<file path="src/rtl/dc_remover.sv">
// dc_remover: turns offset-binary ADC samples into zero-centred signed samples by
// subtracting a per-window (max+min)/2 DC estimate. Define DC_IIR_EN to smooth that estimate.
module dc_remover #(
    parameter int DATA_WIDTH = 12,
    parameter int WIN_LOG2   = 10,
    parameter int IIR_SHIFT  = 2
) (
    input  logic                  adc_clk,
    input  logic                  rst,
    input  logic                  sample_en,
    input  logic [DATA_WIDTH-1:0] data_in,
    output logic [DATA_WIDTH-1:0] data_out,
    output logic                  data_valid,
    output logic [DATA_WIDTH-1:0] dc_level,
    output logic [DATA_WIDTH-1:0] amplitude,
    output logic                  dc_ready
);

    typedef enum logic [0:0] {
        ST_ACQ   = 1'b0,
        ST_TRACK = 1'b1
    } state_e;

    localparam logic [WIN_LOG2-1:0]   CNT_LAST = {WIN_LOG2{1'b1}};
    localparam logic [WIN_LOG2-1:0]   CNT_ZERO = {WIN_LOG2{1'b0}};
    localparam logic [WIN_LOG2-1:0]   CNT_ONE  = {{(WIN_LOG2-1){1'b0}}, 1'b1};
    localparam logic [DATA_WIDTH-1:0] ALL_ONES = {DATA_WIDTH{1'b1}};
    localparam logic [DATA_WIDTH-1:0] ALL_ZERO = {DATA_WIDTH{1'b0}};
    localparam logic [DATA_WIDTH-1:0] SAT_MAX  = {1'b0, {(DATA_WIDTH-1){1'b1}}};
    localparam logic [DATA_WIDTH-1:0] SAT_MIN  = {1'b1, {(DATA_WIDTH-1){1'b0}}};

    // An out-of-range smoothing shift would silently turn the IIR into a hold.
    if (IIR_SHIFT < 0 || IIR_SHIFT > DATA_WIDTH) begin : g_bad_iir_shift
        $error("dc_remover: IIR_SHIFT out of range");
    end

    state_e                  state_q,      state_d;
    logic [WIN_LOG2-1:0]     cnt_q,        cnt_d;
    logic [DATA_WIDTH-1:0]   run_max_q,    run_max_d;
    logic [DATA_WIDTH-1:0]   run_min_q,    run_min_d;
    logic [DATA_WIDTH-1:0]   dc_level_q,   dc_level_d;
    logic [DATA_WIDTH-1:0]   amplitude_q,  amplitude_d;
    logic                    dc_ready_q,   dc_ready_d;
    logic [DATA_WIDTH-1:0]   data_out_q,   data_out_d;
    logic                    data_valid_q, data_valid_d;

    logic                    terminal_s;
    logic [DATA_WIDTH-1:0]   win_max_s;
    logic [DATA_WIDTH-1:0]   win_min_s;
    logic [DATA_WIDTH:0]     win_sum_s;
    logic [DATA_WIDTH-1:0]   new_dc_s;
    logic [DATA_WIDTH-1:0]   dc_upd_s;
    logic signed [DATA_WIDTH:0] diff_s;
    logic [DATA_WIDTH-1:0]   diff_sat_s;

    // Saturate a DATA_WIDTH+1 signed difference into the DATA_WIDTH signed range.
    function automatic logic [DATA_WIDTH-1:0] sat_diff(input logic signed [DATA_WIDTH:0] d);
        logic [DATA_WIDTH-1:0] r;
        if (d[DATA_WIDTH] != d[DATA_WIDTH-1]) begin
            r = d[DATA_WIDTH] ? SAT_MIN : SAT_MAX;
        end else begin
            r = d[DATA_WIDTH-1:0];
        end
        return r;
    endfunction

    // Window statistics including the current sample, and the datapath values derived from them.
    always_comb begin
        terminal_s = sample_en && (cnt_q == CNT_LAST);
        win_max_s  = (data_in > run_max_q) ? data_in : run_max_q;
        win_min_s  = (data_in < run_min_q) ? data_in : run_min_q;
        win_sum_s  = {1'b0, win_max_s} + {1'b0, win_min_s};
        new_dc_s   = win_sum_s[DATA_WIDTH:1];
        diff_s     = $signed({1'b0, data_in}) - $signed({1'b0, dc_level_q});
        diff_sat_s = sat_diff(diff_s);
    end

`ifdef DC_IIR_EN
    logic signed [DATA_WIDTH:0] iir_err_s;
    logic signed [DATA_WIDTH:0] iir_step_s;
    logic signed [DATA_WIDTH:0] iir_sum_s;

    // First window seeds the estimate; later windows move a 2^-IIR_SHIFT fraction toward the new value.
    always_comb begin
        iir_err_s  = $signed({1'b0, new_dc_s}) - $signed({1'b0, dc_level_q});
        iir_step_s = iir_err_s >>> IIR_SHIFT;
        iir_sum_s  = $signed({1'b0, dc_level_q}) + iir_step_s;
        if (dc_ready_q) begin
            dc_upd_s = iir_sum_s[DATA_WIDTH-1:0];
        end else begin
            dc_upd_s = new_dc_s;
        end
    end
`else
    // Without smoothing every completed window replaces the estimate outright.
    always_comb begin
        dc_upd_s = new_dc_s;
    end
`endif

    // Next-state logic for the window tracker, DC estimate and output path.
    always_comb begin
        state_d      = state_q;
        cnt_d        = cnt_q;
        run_max_d    = run_max_q;
        run_min_d    = run_min_q;
        dc_level_d   = dc_level_q;
        amplitude_d  = amplitude_q;
        dc_ready_d   = dc_ready_q;
        data_out_d   = data_out_q;
        data_valid_d = 1'b0;

        if (sample_en) begin
            if (terminal_s) begin
                cnt_d       = CNT_ZERO;
                run_max_d   = ALL_ZERO;
                run_min_d   = ALL_ONES;
                amplitude_d = win_max_s - win_min_s;
                dc_level_d  = dc_upd_s;
            end else begin
                cnt_d     = cnt_q + CNT_ONE;
                run_max_d = win_max_s;
                run_min_d = win_min_s;
            end

            // The output uses dc_level_q, so the terminal sample still sees the old estimate.
            case (state_q)
                ST_ACQ: begin
                    if (terminal_s) begin
                        state_d    = ST_TRACK;
                        dc_ready_d = 1'b1;
                    end else begin
                        state_d = ST_ACQ;
                    end
                end
                ST_TRACK: begin
                    data_out_d   = diff_sat_s;
                    data_valid_d = 1'b1;
                end
                default: begin
                    state_d    = ST_ACQ;
                    dc_ready_d = 1'b0;
                end
            endcase
        end else begin
            data_valid_d = 1'b0;
        end
    end

    // State and output registers; reset discards any partial window.
    always_ff @(posedge adc_clk) begin
        if (rst) begin
            state_q      <= ST_ACQ;
            cnt_q        <= CNT_ZERO;
            run_max_q    <= ALL_ZERO;
            run_min_q    <= ALL_ONES;
            dc_level_q   <= ALL_ZERO;
            amplitude_q  <= ALL_ZERO;
            dc_ready_q   <= 1'b0;
            data_out_q   <= ALL_ZERO;
            data_valid_q <= 1'b0;
        end else begin
            state_q      <= state_d;
            cnt_q        <= cnt_d;
            run_max_q    <= run_max_d;
            run_min_q    <= run_min_d;
            dc_level_q   <= dc_level_d;
            amplitude_q  <= amplitude_d;
            dc_ready_q   <= dc_ready_d;
            data_out_q   <= data_out_d;
            data_valid_q <= data_valid_d;
        end
    end

    assign data_out   = data_out_q;
    assign data_valid = data_valid_q;
    assign dc_level   = dc_level_q;
    assign amplitude  = amplitude_q;
    assign dc_ready   = dc_ready_q;

endmodule

</file>
<file path="config.mk">
export PLATFORM = sky130hd
export DESIGN_NAME = dc_remover
export DESIGN_NICKNAME = d
export VERILOG_FILES = /design/src/rtl/dc_remover.sv
export SDC_FILE = /design/constraint.sdc
export NUM_CORES = 1
export LEC_CHECK = 0
export BUFFER_PORTS_ARGS = -buffer_cell sky130_fd_sc_hd__buf_2
export CORE_UTILIZATION = 40
export CTS_CLUSTER_SIZE = 24
export DETAILED_ROUTE_END_ITERATION = 10
export PLACE_DENSITY_LB_ADDON = 0.2
export SLEW_MARGIN = 40
export SYNTH_ARGS = -nofsm -noshare
export SYNTH_HDL_FRONTEND = slang
export SYNTH_SLANG_ARGS = --single-unit
</file>
<file path="constraint.sdc">
create_clock -name adc_clk -period 12.65 [get_ports adc_clk]
set_clock_uncertainty 0.2 [all_clocks]
set_input_delay 1.8975 -clock adc_clk [delete_from_list [all_inputs] [get_ports adc_clk]]
set_output_delay 1.8975 -clock adc_clk [all_outputs]
set_load 0.02 [all_outputs]
</file>
Word level (Yosys, flattened, before mapping):

Cells that the tools add are included.

* $add $sub $neg: 4
* magnitude comparators: 2
* equality and inequality tests: 2
* multiplexer cells: 10
* bitwise logic cells: 2
* reductions and logical operators: 5

Operators by type and width (count)
* $mux 12: 6
* $add 12x12->13: 1
* $sub 12x12->13: 1
* $gt 12x12->1: 1
* $lt 12x12->1: 1
* $sub 12x12->12: 1
* $add 10x1->10 const B: 1
* $eq 10x10->1 const B: 1
* $mux 10: 1
* $reduce_and 2->1: 2
* $mux 1: 3
* $reduce_and 3->1: 1
* $not 1->1: 2
* $reduce_or 2->1: 1
* $logic_and 1x1->1: 1
* $ne 1x1->1: 1

* register bits: 73
* input port bits: 15
* output and inout bits: 38
* word-level logic and storage cells: 34

Logic depth before layout (Yosys ltp):

Gate-level depths: netlist of the first run.

* word-level depth: 4
* mapped depth: 22
* mapped depth without buffers: 21

Worst setup path after synthesis of the first run:

Ideal clock, no wire load.

* path kind: input port to flip-flop
* from: in data_in[1]
* to: reg amplitude_q[11] (netlist: amplitude[11])
* library setup time: 86 ps
* arrival time: 6076 ps
* required time: 12364 ps
* path slack: 6288 ps
* stages: 18
* path buffers: 1
* cells stage by stage: ha_1 > a2111oi_2 > nor3_1 > o41ai_4 > clkbuf_1 > mux2i_1 > inv_1 > ha_1 > o21bai_1 > a21oi_1 > o21bai_1 > a21oi_1 > o21bai_1 > a211o_1 > a2111oi_0 > nor2_1 > xor2_1 > a211oi_1

* longest elaborated chain between the ends: 3
* elaborated cells between the ends (all ways): 5

Ends and longest elaborated chain
* from (decl): RTL line 11 `input logic [DATA_WIDTH-1:0] data_in,`
* $gt 12x12->1 / $lt 12x12->1 (equally long branches): RTL line 70, 71
* $mux 12, on equally long branches: RTL line 70, 71
* $sub 12x12->12 (*): RTL line 118 `amplitude_d = win_max_s - win_min_s;`
* to (signal assigned): RTL line 168 `amplitude_q <= amplitude_d;`
* to (decl): RTL line 42 `logic [DATA_WIDTH-1:0] amplitude_q, amplitude_d;`

Every way passes the cells marked *; elsewhere a longest branch is shown, timed or not.
A chain may end at the register's enable or synchronous reset.

Final worst setup path of the first run:

* from: in data_in[11]
* to: reg amplitude_q[11] (netlist: amplitude[11])

Same word-level chain as after synthesis.

==> flow_metrics.tcl, run 1 <==
set metrics [dict create \
    status "completed" \
    vias_per_cell 5.44 \
    dpl.cell_count 804 \
    critPathBufInv 3 \
    drive_above_1_share_pct 12.2 \
    grt_use_met2_pct 36.7 \
    cts_tree "yes" \
    grt_max_degree 55 \
    synth_compound_area_share_pct 22.1 \
    gp_congestion 0.892 \
    synthAdderAreaFrac_pct 15.7 \
    grt_pass1_vias 4133 \
    drt-initial-drc-count 288 \
    r2r_slack_ps 7350 \
    synth_common_cells "82 x nor2_1, 73 x dfxtp_1, 63 x nand2_1, 60 x inv_1, 57 x ha_1" \
    place_area_um2 5310 \
    die_y_um 113 \
    leakage_nw 2.53 \
    nets 743 \
    syn_inst 628 \
    cts.sinks 73 \
    path_delay_family "compound AO/OA/AOI/OAI gates" \
    syn_nets 703 \
    slowest_delay_ps 550 \
    pre_cts_ws_ps 5840 \
    yosys_warnings 0 \
    grt_busiest_layer "met2" \
    initial_utilization_pct 41.1 \
    synth_top_area_cell "dfxtp_1" \
    crit_arrival_ps 6670 \
    critPathRequiredTime_ps 12710 \
    post_cts_resized 0 \
    critPathKind "input port to register" \
    synthFlopType "dfxtp_1" \
    end_kind "register" \
    postCtsSetupRepairBufs 0 \
    drt-pass1-iter-count 4 \
    slew_headroom_pct 46.8 \
    synth-seq-cells 73 \
    grt_first_pass_wirelength_um 22100 \
    num_rows 40 \
    yosysUniqueCellTypes 47 \
    num_vias 4462 \
    drc 0 \
    path_max_fanout 12 \
    total_power_mw 0.712 \
    final_cells 820 \
    synth_mux_area_share_pct 2.44 \
    synth_xor_area_share_pct 5.68 \
    h-tree-depth 3 \
    root_buffer "clkbuf_16" \
    core_um2 12000 \
    fin_crit_sh_pct 52.3 \
    fmax_ghz 0.151 \
    clk_latency_ps 350 \
    synth_top_area_share_pct 29.6 \
    yosysSeqAreaShare_pct 29.6 \
    met1_usage_pct 29.3 \
    area_growth_syn_to_layout_pct 13.7 \
    setup_violations 0 \
    grt-ovfl-total 0 \
    cts_buffer_depth 2 \
    synth.most_common_cell "nor2_1" \
    globalRouteTotalUtil_pct 23.0 \
    synth_area_leaders "dfxtp_1 30%, ha_1 14%, nor2_1 6.2%" \
    wire_per_inst_um 17.0 \
    synth_top_family_by_area "compound AO/OA/AOI/OAI gates" \
    hold_class "register to register" \
    cts_hold_buf 0 \
    diodes 0 \
    slowest_stage "mux2i_1" \
    fin_setup_tns_ps 0 \
    vdd_ir_drop_max_mv 0.0615 \
    worstMarginPinSlew_ps 790 \
    die_x_um 113 \
    syn_area_um2 4930 \
    hold_violations 0 \
    critical_path.cell_chain "buf_2, ha_1, a21oi_1, o21ai_0, o41ai_4, buf_4, mux2i_1, inv_1, ha_1, o21bai_1, a21oi_1, o21bai_1, a21oi_1, o21bai_1, a211o_1, a2111oi_0, nor2_1, xor2_1, a211oi_1" \
    antenna_found_initial 0 \
    path_clk_slew_ps 60 \
    cts_buffers 9 \
    cap_violations 0 \
    fin_area_um2 5610 \
    die_area_um2 12800 \
    io_buffers 52 \
    cellPowerDensity_nw_per_um2 127 \
    start_kind "input port" \
    dp_hpwl_um 10800 \
    async_reset_ff_share_pct 0 \
    io_pins 53 \
    drv_slew 0 \
    synth.avg_cell_area_um2 7.85 \
    setup_ws_ps 6040 \
    routed_wl_um 13900 \
    rsz0062_at_grt "no" \
    layout_min_cycle_time_ps 6610 \
    grt.met3_usage_pct 3.64 \
    yosys.area_share.simple_pct 17.8 \
    synth_edf_count 0 \
    ant_nets 0 \
]
-- report_power, final --
| part | internal, mW | switching [mW] |
|---|---|---|
| Sequential | 0.237 | 0.00473 |
| Combinational | 0.0822 | 0.129 |
| Clock | 0.153 | 0.107 |
-- path summary, 6_finish.rpt --
path	startpoint	to	depth (start not counted)
worst min-delay path	amplitude[1]$_SDFFE_PP0P_	amplitude[1]$_SDFFE_PP0P_	2
worst min register to register	amplitude[1]$_SDFFE_PP0P_	amplitude[1]$_SDFFE_PP0P_	2
worst max-delay path	data_in[11]	amplitude[11]$_SDFFE_PP0P_	19
worst max register to register	run_min_q[1]$_SDFFE_PP1P_	amplitude[11]$_SDFFE_PP0P_	19
-- per-stage QoR --
| step | hold WS [ps] | utilization [%] |
|---|---|---|
| final | 255 | 46.7 |
| after global placement | 248 | 44.2 |
| after CTS | 261 | 46.7 |
| after floorplan | 249 | - |
| after global routing | 281 | 46.7 |
| after detailed placement | 253 | 44.2 |
-- registers in the layout, indices dropped and copies added, names as in the netlist --
signal      count
data_valid      1
data_out       12
dc_level       12
amplitude      12
dc_ready        1
state_q         1
run_max_q      12
run_min_q      12
cnt_q          10
-- cells by family after synthesis --
group	after synthesis
mux	12
flops	73
simple gates	200
fa+ha+maj	60
xor+xnor	32
compound gates	164
buf+inv	87
-- tightest hold or removal path: stages (launching register included) --
cell	delay [ps]
dfxtp_1	310
nand2_1	50
a21oi_1	50
-- placed cells by master, fill, tap and decap left out, types with 3 or more instances in the layout --
| cell type | n |
|---|---|
| inv_1 | 60 |
| or2_2 | 3 |
| nand2b_1 | 5 |
| nand2_1 | 63 |
| o31ai_1 | 3 |
| clkbuf_16 | 9 |
| xnor2_1 | 25 |
| clkinvlp_4 | 4 |
| nor2b_1 | 10 |
| nor2_1 | 79 |
| o21bai_1 | 6 |
| dfxtp_1 | 73 |
| buf_4 | 4 |
| nor2_2 | 3 |
| or3_1 | 4 |
| nand4_1 | 7 |
| a22oi_1 | 12 |
| xor2_1 | 7 |
| a211oi_1 | 24 |
| a221o_1 | 6 |
| nand3_1 | 5 |
| a21oi_1 | 41 |
| and3_1 | 8 |
| ha_1 | 57 |
| nor3_1 | 10 |
| o21a_1 | 6 |
| mux2i_1 | 12 |
| a21boi_0 | 3 |
| fa_1 | 3 |
| o21ai_0 | 41 |
| buf_2 | 52 |
-- layout make-up --
class                      instances  area (um^2)
fill                            1177         6400
inverter                          60          225
tap                              147          184
clock inverter                     6         68.8
multi-input combinational        468         3150
sequential                        73         1460
timing repair buffer              56          290
clock buffer                      10          229
-- metal layers --
| metal | wire length, um | vias up |
|---|---|---|
| met4 | 586 | 0 |
| met5 | 0 | - |
| met3 | 654 | 28 |
| li1 | - | 2253 |
| met2 | 6210 | 125 |
| met1 | 6480 | 2056 |
(Power assumes the default switching activity.)
==> run 2: changes to the inputs <==
==> constraint.sdc (replaced) <==
create_clock -name adc_clk -period 5.9 [get_ports adc_clk]
set_clock_uncertainty 0.2 [all_clocks]
set_input_delay 0.885 -clock adc_clk [delete_from_list [all_inputs] [get_ports adc_clk]]
set_output_delay 0.885 -clock adc_clk [all_outputs]
set_load 0.02 [all_outputs]
==> run 2 against run 1 <==
Combinational power is 120% higher; final area increased by 1.5%; die area is the same; sequential power rose by 110%; worst hold slack better by 15 ps; non-clock buffer count is 7 higher; setup slack worse by 5300 ps.
==> flow_metrics.tcl, run 2 (synthesized netlist as in run 1, its figures left out) <==
set metrics [dict create \
    grt.met3_usage_pct 4.28 \
    met1_usage_pct 27.1 \
    die_x_um 113 \
    hold_violations 0 \
    postCtsSetupRepairBufs 0 \
    diodes 0 \
    cap_violations 0 \
    nets 750 \
    ant_nets 0 \
    die_area_um2 12800 \
    critPathKind "input port to register" \
    r2r-start "run_min_q[1]$_SDFFE_PP1P_" \
    io_buffers 52 \
    fin_area_um2 5690 \
    layout_min_cycle_time_ps 5130 \
    hold_class "register to register" \
    die_y_um 113 \
    path_max_fanout 14 \
    fmax_ghz 0.195 \
    drt-pass1-iter-count 5 \
    grt-ovfl-total 0 \
    h-tree-depth 3 \
    globalRouteTotalUtil_pct 22.3 \
    holdWs_ps 270 \
    gp_congestion 0.897 \
    place_area_um2 5360 \
    wire_per_inst_um 16.4 \
    status "completed" \
    num_vias 4485 \
    fin_crit_sh_pct 86.9 \
    antenna_found_initial 0 \
    grt_max_degree 32 \
    core_um2 12000 \
    routed_wl_um 13600 \
    grt_first_pass_wirelength_um 21800 \
    rsz0062_at_grt "no" \
    layout_common_cells "79 x nor2_1, 73 x dfxtp_1, 63 x nand2_1, 60 x inv_1, 57 x ha_1" \
    end_kind "register" \
    post_cts_resized 0 \
    worstMarginPinSlew_ps 710 \
    cts_buffer_depth 2 \
    vdd_ir_drop_max_mv 0.113 \
    path_clk_slew_ps 60 \
    root_buffer "clkbuf_16" \
    grt_pass1_vias 4204 \
    fin_setup_tns_ps 0 \
    hold_start "dc_ready$_SDFFE_PP0P_" \
    slew_headroom_pct 52.6 \
    start_kind "input port" \
    area_growth_syn_to_layout_pct 15.5 \
    cts_buffers 9 \
    crit_arrival_ps 5190 \
    grt_busiest_layer "met2" \
    clk_latency_ps 350 \
    drt-initial-drc-count 330 \
    cts_tree "yes" \
    vias_per_cell 5.42 \
    io_pins 53 \
    drive_above_1_share_pct 13.2 \
    nFillCells 1193 \
    setup_violations 0 \
    cts_hold_buf 0 \
    drv_slew 0 \
    critPathLaunch "data_in[1]" \
    mostFrequentLayoutCell "nor2_1" \
    grt_use_met2_pct 37.1 \
    cellPowerDensity_nw_per_um2 278 \
    num_rows 40 \
    critPathRequiredTime_ps 5960 \
    leakage_nw 2.60 \
    dp_hpwl_um 10500 \
    initial_utilization_pct 41.1 \
    drc 0 \
    cts.sinks 73 \
]
==> run 2: cell types whose count changed in the layout (fill, tap and decap cells not counted) <==
cell        before  now
buf_4            4   11
bufinv_16        1    2
clkbuf_1         1    0
clkbuf_8         0    2
clkinv_2         0    2
clkinv_4         1    0
clkinvlp_4       4    1
o21ai_0         41   42
o21ai_1          1    0
==> run 2: stage by stage <==
stage | std cells | utilization [%] | total power, mW | setup slack, ps
floorplan | 628 | - | 0.858 | 551
detailed placement | 811 | 44.6 | 0.977 | 521
global route | 827 | 47.4 | 1.68 | 401
global placement | 811 | 44.6 | 0.970 | 704
finish | 827 | 47.4 | 1.58 | 771
CTS | 827 | 47.4 | 1.59 | 838
==> run 2: cell type report <==
type / count / area, um^2 / area share, %
clock buffers: 11 / 253 / 4.44
clock inverters: 5 / 77.6 / 1.36
inverters: 60 / 225 / 3.96
multi-input cells: 468 / 3150 / 55.3
flip-flops and latches: 73 / 1460 / 25.7
well taps: 147 / 184 / 3.23
repair buffers: 63 / 343 / 6.02
==> run 2: worst paths after layout <==
| kind | slack (ps) | endpoint | depth (start not counted) |
|---|---|---|---|
| setup / recovery | 770 | amplitude[11]$_SDFFE_PP0P_ | 17 |
| hold / removal | 270 | dc_ready$_SDFFE_PP0P_ | 2 |
| setup reg to reg | 1080 | amplitude[11]$_SDFFE_PP0P_ | 17 |
| hold reg to reg | 270 | dc_ready$_SDFFE_PP0P_ | 2 |
==> run 2: power breakdown <==
group / total, mW / internal (mW) / leakage [nW] / switching (mW)
clock network: 0.611 / 0.392 / 0.162 / 0.219
registers: 0.517 / 0.507 / 0.593 / 0.00998
logic: 0.457 / 0.182 / 1.84 / 0.274
==> run 2: per-layer routing <==
metal	vias up	wire length, um
li1	2274	-
met1	2056	6100
met2	122	6330
met3	33	602
met4	0	570
met5	-	0
==> run 2: critical path: stages <==
cell and delay (ps):
buf_2 140, ha_1 320, a2111oi_2 370, nor3_1 130, o41ai_4 420, buf_4 330, mux2i_1 270, ha_1 360
a21oi_1 250, o21bai_1 120, a21oi_1 240, o21bai_1 120, a211o_1 330, a2111oi_0 410, nor2_1 110, xor2_1 160
a211oi_1 210
